`src/rtl/relm_i2c_pkg.sv`:
```
// Shared opcodes, command-word field positions, FSM state type and the
// per-bit SDA drive helper for the ReLM byte-level I2C master.
package relm_i2c_pkg;

  localparam logic [1:0] I2C_START = 2'd0;
  localparam logic [1:0] I2C_STOP  = 2'd1;
  localparam logic [1:0] I2C_WRITE = 2'd2;
  localparam logic [1:0] I2C_READ  = 2'd3;

  localparam int I2C_NACK_BIT = 10;
  localparam int I2C_OP_LSB   = 8;

  typedef enum logic [1:0] {
    IDLE  = 2'd0,
    START = 2'd1,
    BIT   = 2'd2,
    STOP  = 2'd3
  } i2c_state_e;

  // SDA pull-down for bit b of a byte transfer: bits 8..1 carry data, bit 0 is the ACK slot.
  function automatic logic bit_drive(input logic [1:0] op, input logic [7:0] data,
                                     input logic [3:0] b, input logic nack);
    logic       d;
    logic [2:0] idx;
    d   = 1'b0;
    idx = 3'(b - 4'd1);
    if (op == I2C_WRITE) begin
      if (b != 4'd0) d = ~data[idx];
      else           d = 1'b0;
    end else if (op == I2C_READ) begin
      if (b == 4'd0) d = ~nack;
      else           d = 1'b0;
    end else begin
      d = 1'b0;
    end
    return d;
  endfunction

endpackage

```
`src/rtl/relm_i2c_sync.sv`:
```
// Two-flop synchroniser for an asynchronous I2C pin; resets to the released
// (high) level so a bus held in reset reads as idle.
module relm_i2c_sync (
  input  logic clk,
  input  logic rst,
  input  logic d_i,
  output logic q_o
);

  logic meta_q;
  logic sync_q;

  always_ff @(posedge clk or posedge rst) begin
    if (rst) begin
      meta_q <= 1'b1;
      sync_q <= 1'b1;
    end else begin
      meta_q <= d_i;
      sync_q <= meta_q;
    end
  end

  assign q_o = sync_q;

endmodule

```
`src/rtl/relm_i2c_master.sv`:
```
// Byte-level I2C master driven by ReLM push/pop words (START/STOP/WRITE/READ).
// Define RELM_I2C_STRETCH_EN to honour slave clock stretching via scl_in.
module relm_i2c_master
  import relm_i2c_pkg::*;
#(
  parameter int WD  = 32,
  parameter int DIV = 125
) (
  input  logic          clk,
  input  logic          rst,
  input  logic [WD:0]   cmd_d,
  output logic          cmd_retry,
  output logic [WD:0]   rsp_q,
  input  logic [WD:0]   rsp_d,
  output logic          scl_out,
  output logic          sda_oe,
  input  logic          sda_in,
  input  logic          scl_in
);

  localparam logic [9:0] Q_LAST = 10'(DIV - 1);

  i2c_state_e  state_q;
  logic        busy_q;
  logic [9:0]  q_q;
  logic [1:0]  ph_q;
  logic [3:0]  b_q;
  logic [1:0]  op_q;
  logic [7:0]  data_q;
  logic        nack_q;
  logic [7:0]  shift_q;
  logic        ack_q;
  logic        rsp_ack_q;
  logic [7:0]  rsp_data_q;
  logic        scl_q;
  logic        sda_oe_q;

  logic        sda_s;
  logic        hold_s;
  logic        tick_s;
  logic        last_s;
  logic        drive_s;
  logic        accept_s;
  logic [1:0]  op_s;
  logic [9:0]  q_d;
  logic        unused_s;

  relm_i2c_sync u_sda_sync (
    .clk (clk),
    .rst (rst),
    .d_i (sda_in),
    .q_o (sda_s)
  );

`ifdef RELM_I2C_STRETCH_EN
  logic scl_s;

  relm_i2c_sync u_scl_sync (
    .clk (clk),
    .rst (rst),
    .d_i (scl_in),
    .q_o (scl_s)
  );

  // A slave holding SCL low parks the high phase at its first quarter.
  assign hold_s = (state_q == BIT) && (ph_q == 2'd2) && (q_q == 10'd0) && !scl_s;
`else
  assign hold_s = 1'b0;
`endif

  assign op_s     = cmd_d[I2C_OP_LSB +: 2];
  assign accept_s = cmd_d[WD] && !busy_q;
  assign tick_s   = (q_q == Q_LAST) && !hold_s;
  assign q_d      = hold_s ? q_q : (tick_s ? 10'd0 : q_q + 10'd1);
  assign last_s   = tick_s && (ph_q == 2'd3) && ((state_q != BIT) || (b_q == 4'd0));
  assign drive_s  = bit_drive(op_q, data_q, b_q, nack_q);

  always_ff @(posedge clk or posedge rst) begin
    if (rst) begin
      state_q    <= IDLE;
      busy_q     <= 1'b0;
      q_q        <= 10'd0;
      ph_q       <= 2'd0;
      b_q        <= 4'd0;
      op_q       <= 2'd0;
      data_q     <= 8'd0;
      nack_q     <= 1'b0;
      shift_q    <= 8'd0;
      ack_q      <= 1'b0;
      rsp_ack_q  <= 1'b0;
      rsp_data_q <= 8'd0;
      scl_q      <= 1'b1;
      sda_oe_q   <= 1'b0;
    end else begin
      case (state_q)
        IDLE: begin
          if (accept_s) begin
            busy_q <= 1'b1;
            op_q   <= op_s;
            data_q <= cmd_d[7:0];
            nack_q <= cmd_d[I2C_NACK_BIT];
            q_q    <= 10'd0;
            ph_q   <= 2'd0;
            b_q    <= 4'd8;
            case (op_s)
              I2C_START: state_q <= START;
              I2C_STOP:  state_q <= STOP;
              default:   state_q <= BIT;
            endcase
          end
        end
        START: begin
          case (ph_q)
            2'd0:    begin scl_q <= 1'b1; sda_oe_q <= 1'b0; end
            2'd1:    begin scl_q <= 1'b1; sda_oe_q <= 1'b1; end
            2'd2:    begin scl_q <= 1'b0; sda_oe_q <= 1'b1; end
            default: ;
          endcase
        end
        STOP: begin
          case (ph_q)
            2'd0:    begin scl_q <= 1'b0; sda_oe_q <= 1'b1; end
            2'd1:    begin scl_q <= 1'b1; sda_oe_q <= 1'b1; end
            2'd2:    begin scl_q <= 1'b1; sda_oe_q <= 1'b0; end
            default: ;
          endcase
        end
        BIT: begin
          scl_q    <= (ph_q == 2'd1) || (ph_q == 2'd2);
          sda_oe_q <= drive_s;
          if (tick_s && (ph_q == 2'd2)) begin
            if (b_q == 4'd0) ack_q   <= sda_s;
            else             shift_q <= {shift_q[6:0], sda_s};
          end
          if (tick_s && (ph_q == 2'd3) && (b_q != 4'd0)) begin
            b_q <= b_q - 4'd1;
          end
        end
        default: state_q <= IDLE;
      endcase

      if (state_q != IDLE) begin
        q_q <= q_d;
        if (tick_s) ph_q <= ph_q + 2'd1;
      end

      // Response fields change only when a byte transfer finishes.
      if (last_s) begin
        state_q <= IDLE;
        busy_q  <= 1'b0;
        if (state_q == BIT) begin
          rsp_ack_q  <= ack_q;
          rsp_data_q <= shift_q;
        end
      end
    end
  end

  assign cmd_retry = busy_q;
  assign rsp_q     = {busy_q, {(WD - 9){1'b0}}, rsp_ack_q, rsp_data_q};
  assign scl_out   = scl_q;
  assign sda_oe    = sda_oe_q;

  assign unused_s  = ^{rsp_d, cmd_d[WD-1:11], scl_in};

endmodule

```
`config.mk`:
```
export PLATFORM = sky130hd
export DESIGN_NAME = relm_i2c_master
export DESIGN_NICKNAME = d
export VERILOG_FILES = /design/src/rtl/relm_i2c_pkg.sv /design/src/rtl/relm_i2c_sync.sv /design/src/rtl/relm_i2c_master.sv
export SDC_FILE = /design/constraint.sdc
export NUM_CORES = 1
export LEC_CHECK = 0
export ABC_AREA = 1
export BUFFER_PORTS_ARGS = -buffer_cell sky130_fd_sc_hd__buf_2
export CORE_ASPECT_RATIO = 1.4
export CORE_UTILIZATION = 29
export CTS_CLUSTER_DIAMETER = 200
export CTS_CLUSTER_SIZE = 24
export DETAILED_ROUTE_END_ITERATION = 16
export MAX_ROUTING_LAYER = met4
export PLACE_DENSITY_LB_ADDON = 0.1
export SLEW_MARGIN = 20
export SYNTH_ARGS = -nofsm -noshare
export SYNTH_HDL_FRONTEND = slang
export SYNTH_HIERARCHICAL = 1
export SYNTH_SLANG_ARGS = --single-unit
```
`constraint.sdc`:
```
create_clock -name clk -period 1.6 [get_ports clk]
set_input_delay 0.16 -clock clk [delete_from_list [all_inputs] [get_ports clk]]
set_output_delay 0.16 -clock clk [all_outputs]
set_load 0.1 [all_outputs]
```
# --- Word level (Yosys, flattened, before mapping) ---
# Cells that the tools add are included.
totals:
  register_bits: 52
  latch_bits: 0
  ram_bits: 0
  romBits: 0
  wordCells: 99
  n_memories: 0
op_classes:
  n_addsub: 3
  mul: 0
  n_div: 0
  order_cmp: 1
  eq_ne: 17
  shift: 0
  mux: 28
  bitwise: 3
  reduce_logical: 31
ops:
  columns: ["operator", "n"]
  rows:
  - ["two-way mux 10 bit", 4]
  - ["AND reduction 3 bit", 5]
  - ["two-way mux 2 bit", 7]
  - ["equality test 2 bit, second input constant", 6]
  - ["inequality test 3 bit, second input constant", 4]
  - ["nonzero test 2 bit", 6]
  - ["adder 10 x 1 -> 10 bit, second input constant", 1]
  - ["equality test 10 x 7 -> 1 bit, second input constant", 1]
  - ["two-way mux 1 bit", 8]
  - ["two-way mux 4 bit", 2]
  - ["case mux 4 bit (2 select lines)", 1]
  - ["AND reduction 2 bit", 4]
  - ["equality test 2 x 1 -> 1 bit, second input constant", 3]
  - ["logical NOT 2 bit", 3]
  - ["inequality test 2 bit, second input constant", 3]
  - ["case mux 1 bit (3 select lines)", 2]
  - ["logical AND 1 bit", 5]
  - ["logical NOT 4 bit", 1]
  - ["< comparator 3 x 4 -> 1 bit, second input constant", 1]
  - ["case mux 1 bit (2 select lines)", 2]
  - ["case mux 2 bit (2 select lines)", 1]
  - ["nonzero test 4 bit", 1]
  - ["OR reduction 2 bit", 2]
  - ["subtractor 4 x 1 -> 4 bit, second input constant", 1]
  - ["other kinds (6)", 9]

# --- Logic depth before layout (Yosys ltp) ---
logic_depth:
  ltp_word: 7
  ltp_mapped: 11
  mapped_depth_nobuf: 11

# --- By module ---
# Netlist, hierarchy kept.
modules_own_cells:
  columns: ["mod", "instances", "cells_each", "area_each_um2", "seq_area_each_um2"]
  rows:
  - ["relm_i2c_master", 1, 338, 2722.6, 1252.5]
  - ["relm_i2c_sync", 1, 3, 56.3, 52.6]

# --- Worst setup path before layout ---
# No wires, ideal clock.
synth_timing:
  path_type: "reg2reg"
  startpoint: "register busy_q (netlist: cmd_retry)"
  endpoint: "register b_q[0]"
  arrival_ns: 1.606
  required_time_ns: 1.524
  slack_ns: -0.082
  path_stages_with_launch: 9
  n_path_buf: 0
  synth_period_minus_slack_ns: 1.682
  path_cell_list: "dfrtp_1 inv_1 nand2_1 nor2_2 inv_1 nand2_1 nand2_2 nand2_1 o21ai_1"
synth_via:
  elab_chain_cells: 4
synth_rtl:
  columns: ["item", "line_no", "text"]
  rows:
  - ["start, declared", "relm_i2c_master.sv:24", "logic busy_q;"]
  - ["start signal, assigned", "relm_i2c_master.sv:81", "busy_q <= 1'b0;"]
  - ["start signal, assigned", "relm_i2c_master.sv:98", "busy_q <= 1'b1;"]
  - ["start signal, assigned", "relm_i2c_master.sv:150", "busy_q <= 1'b0;"]
  - ["logical NOT 1 bit", "relm_i2c_master.sv:72", "assign accept_s = cmd_d[WD] && !busy_q;"]
  - ["logical AND 1 bit", "relm_i2c_master.sv:72", null]
  - ["inequality test 2 bit (no source line)", null, null]
  - ["AND reduction 3 bit (no source line)", null, null]
  - ["end signal, assigned", "relm_i2c_master.sv:136", "b_q <= b_q - 4'd1;"]
  - ["end, declared", "relm_i2c_master.sv:27", "logic [3:0] b_q;"]
# Every way passes these cells.
# A chain may end at the register's enable or synchronous reset.

# --- Final worst setup path ---
layout_timing:
  startpoint: "register q_q[0]"
  endpoint: "register shift_q[5]"
layout_via:
  elab_chain_cells: 3
layout_rtl:
  columns: ["item", "line_no", "text"]
  rows:
  - ["start, declared", "relm_i2c_master.sv:25", "logic [9:0] q_q;"]
  - ["start signal, assigned", "relm_i2c_master.sv:143", "q_q <= q_d;"]
  - ["equality test 10 x 7 -> 1 bit", "relm_i2c_master.sv:73", "assign tick_s = (q_q == Q_LAST) && !hold_s;"]
  - ["logical AND 1 bit", "relm_i2c_master.sv:131", "if (tick_s && (ph_q == 2'd2)) begin"]
  - ["AND reduction 3 bit (no source line)", null, null]
  - ["end signal, assigned", "relm_i2c_master.sv:133", "else shift_q <= {shift_q[6:0], sda_s};"]
  - ["end, declared", "relm_i2c_master.sv:31", "logic [7:0] shift_q;"]
# Every way passes these cells.

==> metrics list <==
- Outcome: finished, violations left
- The final reports fail on negative setup slack.
- DR iter-0 viols: 42
- Buf/Inv on CP: 3
- The number of placed instances, taps included, is slightly below 500.
* Unrepaired setup endpoints after global routing: yes
* Synthesized cell area: approximately 0.0028 mm²
- Peak fanout along the critical path: 8
- Dominant cell type by area after synthesis: sky130_fd_sc_hd__dfrtp_1
- After routing the design area is ~0.0035 mm².
- Post-synth top flop: sky130_fd_sc_hd__dfrtp_1
* CP Data Required Time: approximately 1.8 ns
* TritonCTS clock tree: yes
* Number of instances in the synthesized netlist: about 340
* Most instantiated library cell after synthesis: sky130_fd_sc_hd__nand2_1
- Fmax: 620 MHz
- Counting along the longest clock path gives a buffer depth of 2.
- After layout, the minimum clock period comes to 1.61 ns.
- Clock-pin slew was measured on the worst setup and hold paths at 0.07 ns.
* Final net count: roughly 480
* Via count of the first global-routing pass: 2127
* Most used cell, CP: sky130_fd_sc_hd__nand3_4
- Period utilisation layout: 101%
- In this run the biggest area consumer among cell types represents about 44% of the synthesized area.
- Across all layers, the routed design uses 2195 vias.
- At the end of routability-driven placement, the weighted congestion stood at 0.835.
- In the final routed layout, each cell accounts on average for 11.0 µm.
* Power after layout: 2.65 mW
- DPL Wire Length: around 4.2 mm
- The final-report hold violation count is 0.
* Largest cells by area after synthesis: sky130_fd_sc_hd__dfrtp_1 (44%), sky130_fd_sc_hd__nand2_1 (15%), sky130_fd_sc_hd__buf_4 (6.8%)
* Global-route total usage across every layer: between 10 and 15%
* Cell row count: 41
- Non-filler cells in the finished layout: 506
- Most instantiated cells after synthesis: sky130_fd_sc_hd__nand2_1 (109), sky130_fd_sc_hd__dfrtp_1 (49), sky130_fd_sc_hd__inv_1 (41), sky130_fd_sc_hd__buf_4 (25), sky130_fd_sc_hd__nand3_1 (20)
* Clock buffers created by TritonCTS: 5
- In this run, distinct cell masters in the synthesized netlist total 30.
* Area of the core: around 0.0092 mm²
- Delay contributed by the slowest stage of the critical path: about 0.38 ns
- Initial Utilization: a little under a third
- Summed over all cells, the static leakage comes to between 1.5 and 2 nW.
- The die covers 0.00998 mm².
- Ordered list of cells on the worst path: inv_2, ha_4, nand3_4, nor3_4, buf_6, nand3_4, buf_12, nand2_2, o21ai_2
- In the routed design, unresolved DRC markers number 0.
- Total congestion overflow: 0
- Element type at the critical path end: flop
- Number of H-tree branching levels: 2
- The count of buffers added on input and output ports is 27.
- Max-cap violations in this run came to 0.
- PnR worst setup slack: -0.0119 ns
- Remaining antenna violation count after routing: 0
- Hold is met by approximately 0.063 ns.
- Via density per instance: 4.34
* Setup-failing EPs final: 9
- Entering global routing, the biggest net connects 35 pins.
* Number of enable flip-flop cells after synthesis: 0
* Antenna violations before repair: 0
- Data arrival, critical path: 1.79 ns
* DP Worst Slack: -0.0857 ns
- Before antenna repair, the detailed router went through 12 iterations.
- Pin placement for this block handled roughly 110 I/O pins.
* Syn Area/Cell: 8.15 µm²
- The total count of max-transition violations in the final report came to 0.
- Area growth from synthesis to layout: 26.1%
* Register area share after synthesis: 47.0%
- From left edge to right edge, the die measures between 80 and 90 µm.
- The critical path is of the flop to flop type.
- The die is 118 µm tall.
- The clock drives 52 sinks.
- STA classifies the critical path startpoint as a flop.
* Areal power density over the cells: approximately 760 mW/mm²
* Clock tree skew after final layout: ~0.0076 ns
- Placement-stage cell area: between 0.003 and 0.004 mm²
- Wire length of the first global-routing pass: a little under 10 mm
* Share of flip-flops with an asynchronous set or reset after synthesis: between 90% and 100%
- VDD IR-drop max: around 0.00036 V
- Number of storage elements in the synthesis netlist: 52
* Root buf cell: sky130_fd_sc_hd__clkbuf_16
- Count of yosys warnings during synthesis: 6
- At the later pin of the worst-skew pair, clock insertion delay measures 0.29 ns.
- The worst hold path belongs to the class input port to flop.
* Final wirelength: between 5 and 6 mm
* Slowest CP cell: sky130_fd_sc_hd__dfrtp_1
- Number of antenna cells inserted: 0
* Gate family responsible for the most delay along the worst path: simple AND/OR/NAND/NOR gates
- Share of final-layout standard cells stronger than drive strength 1: approximately 29%
[worst register-to-register path, stage by stage, from the launching register on]
cell                      delay [ns]
sky130_fd_sc_hd__dfrtp_1        0.38
sky130_fd_sc_hd__inv_2          0.08
sky130_fd_sc_hd__ha_4           0.15
sky130_fd_sc_hd__nand3_4        0.08
sky130_fd_sc_hd__nor3_4         0.28
sky130_fd_sc_hd__buf_6          0.16
sky130_fd_sc_hd__nand3_4        0.08
sky130_fd_sc_hd__buf_12         0.17
sky130_fd_sc_hd__nand2_2        0.06
sky130_fd_sc_hd__o21ai_2        0.04
[power breakdown]
part           total (mW)  switching, mW  internal, mW
clock network        1.04          0.463         0.580
registers            1.32       0.000672          1.32
logic               0.285          0.266        0.0189
total                2.65          0.730          1.92
[final timing paths]
| kind | from | endpoint | slack, ns | cells past startpoint |
|---|---|---|---|---|
| worst max register to register | q_q[0] | shift_q[5] | -0.01 | 9 |
| worst max-delay path | q_q[0] | shift_q[5] | -0.01 | 9 |
| max in group asynchronous | rst | scl_out | 0.71 | 4 |
| worst min-delay path | cmd_d[5] | data_q[5] | 0.06 | 3 |
| min in group asynchronous | rst | data_q[5] | 0.43 | 4 |
| worst min register to register | u_sda_sync/meta_q | u_sda_sync/q_o | 0.36 | 0 |
[per-stage QoR]
stage | utilization, % | TNS (ns)
final | 38.2 | -0.0570
after global placement | 34.2 | -0.836
after detailed placement | 34.2 | -1.21
after global routing | 38.2 | -0.995
after floorplan | - | 0
after CTS | 36.2 | 0
[metal layers]
layer  vias to the layer above  wire, µm  global-route usage [%]
li1                       1142         -                       -
met1                      1009      2490                    14.8
met2                        38      2830                    20.9
met3                         6       145                    2.52
met4                         0       105                    5.08
met5                         -         0                       -
[cells in the final DEF, fill, tap and decap left out, types with 4 or more instances in the layout]
| master | synthesis | final |
|---|---|---|
| sky130_fd_sc_hd__a21oi_1 | 4 | 4 |
| sky130_fd_sc_hd__nand2_1 | 109 | 96 |
| sky130_fd_sc_hd__o21ai_0 | 13 | 11 |
| sky130_fd_sc_hd__clkbuf_16 | 0 | 6 |
| sky130_fd_sc_hd__inv_1 | 41 | 37 |
| sky130_fd_sc_hd__xor2_1 | 4 | 4 |
| sky130_fd_sc_hd__buf_4 | 25 | 24 |
| sky130_fd_sc_hd__inv_2 | 2 | 6 |
| sky130_fd_sc_hd__nand2_2 | 3 | 6 |
| sky130_fd_sc_hd__nor2_1 | 13 | 11 |
| sky130_fd_sc_hd__o21ai_2 | 9 | 15 |
| sky130_fd_sc_hd__dfrtp_1 | 49 | 48 |
| sky130_fd_sc_hd__buf_2 | 3 | 27 |
| sky130_fd_sc_hd__nand2_4 | 0 | 10 |
| sky130_fd_sc_hd__conb_1 | 1 | 23 |
| sky130_fd_sc_hd__nand3_1 | 20 | 19 |
| sky130_fd_sc_hd__ha_1 | 8 | 5 |
| sky130_fd_sc_hd__o21ai_1 | 11 | 7 |
| sky130_fd_sc_hd__nor3_1 | 5 | 5 |
[cell type report]
type / count / area [µm²]
fill: 961 / 5680
multi-input combinational: 238 / 1330
sequential: 52 / 1310
timing repair buffer: 58 / 432
inverter: 43 / 161
tap: 107 / 134
clock buffer: 7 / 133
clock inverter: 1 / 5.00
[repair_timing]
| action | CTS | global route |
|---|---|---|
| hold buffers | 2 | 0 |
| setup buffers | 0 | 2 |
| endpoints found under the setup margin | 23 | 26 |
| resized for setup | 7 | 38 |
| hold endpoints to repair | 19 | 0 |
| gates cloned | 0 | 1 |
| pin swaps | 2 | 7 |
[kinds of logic (layout without fill, tap and decap cells)]
group | count (synthesis) | count (layout) | share of synthesized area [%]
xor+xnor | 5 | 5 | 1.58
other cells | 1 | 23 | 0.135
fa+ha+maj | 8 | 8 | 3.60
buf+inv | 73 | 109 | 13.9
flops | 52 | 52 | 47.0
simple gates | 158 | 158 | 24.2
compound gates | 44 | 44 | 9.64
[flip-flops by register name (all words and copies together) (netlist names)]
name / flops
op_q: 2
rsp_ack_q: 1
cmd_retry: 1
nack_q: 1
rsp_data_q: 8
state_q: 2
ph_q: 2
q_q: 10
b_q: 4
scl_out: 1
sda_oe: 1
shift_q: 8
data_q: 8
u_sda_sync/meta_q: 1
ack_q: 1
u_sda_sync/q_o: 1
Note: power is estimated with default switching activity, not from simulation.
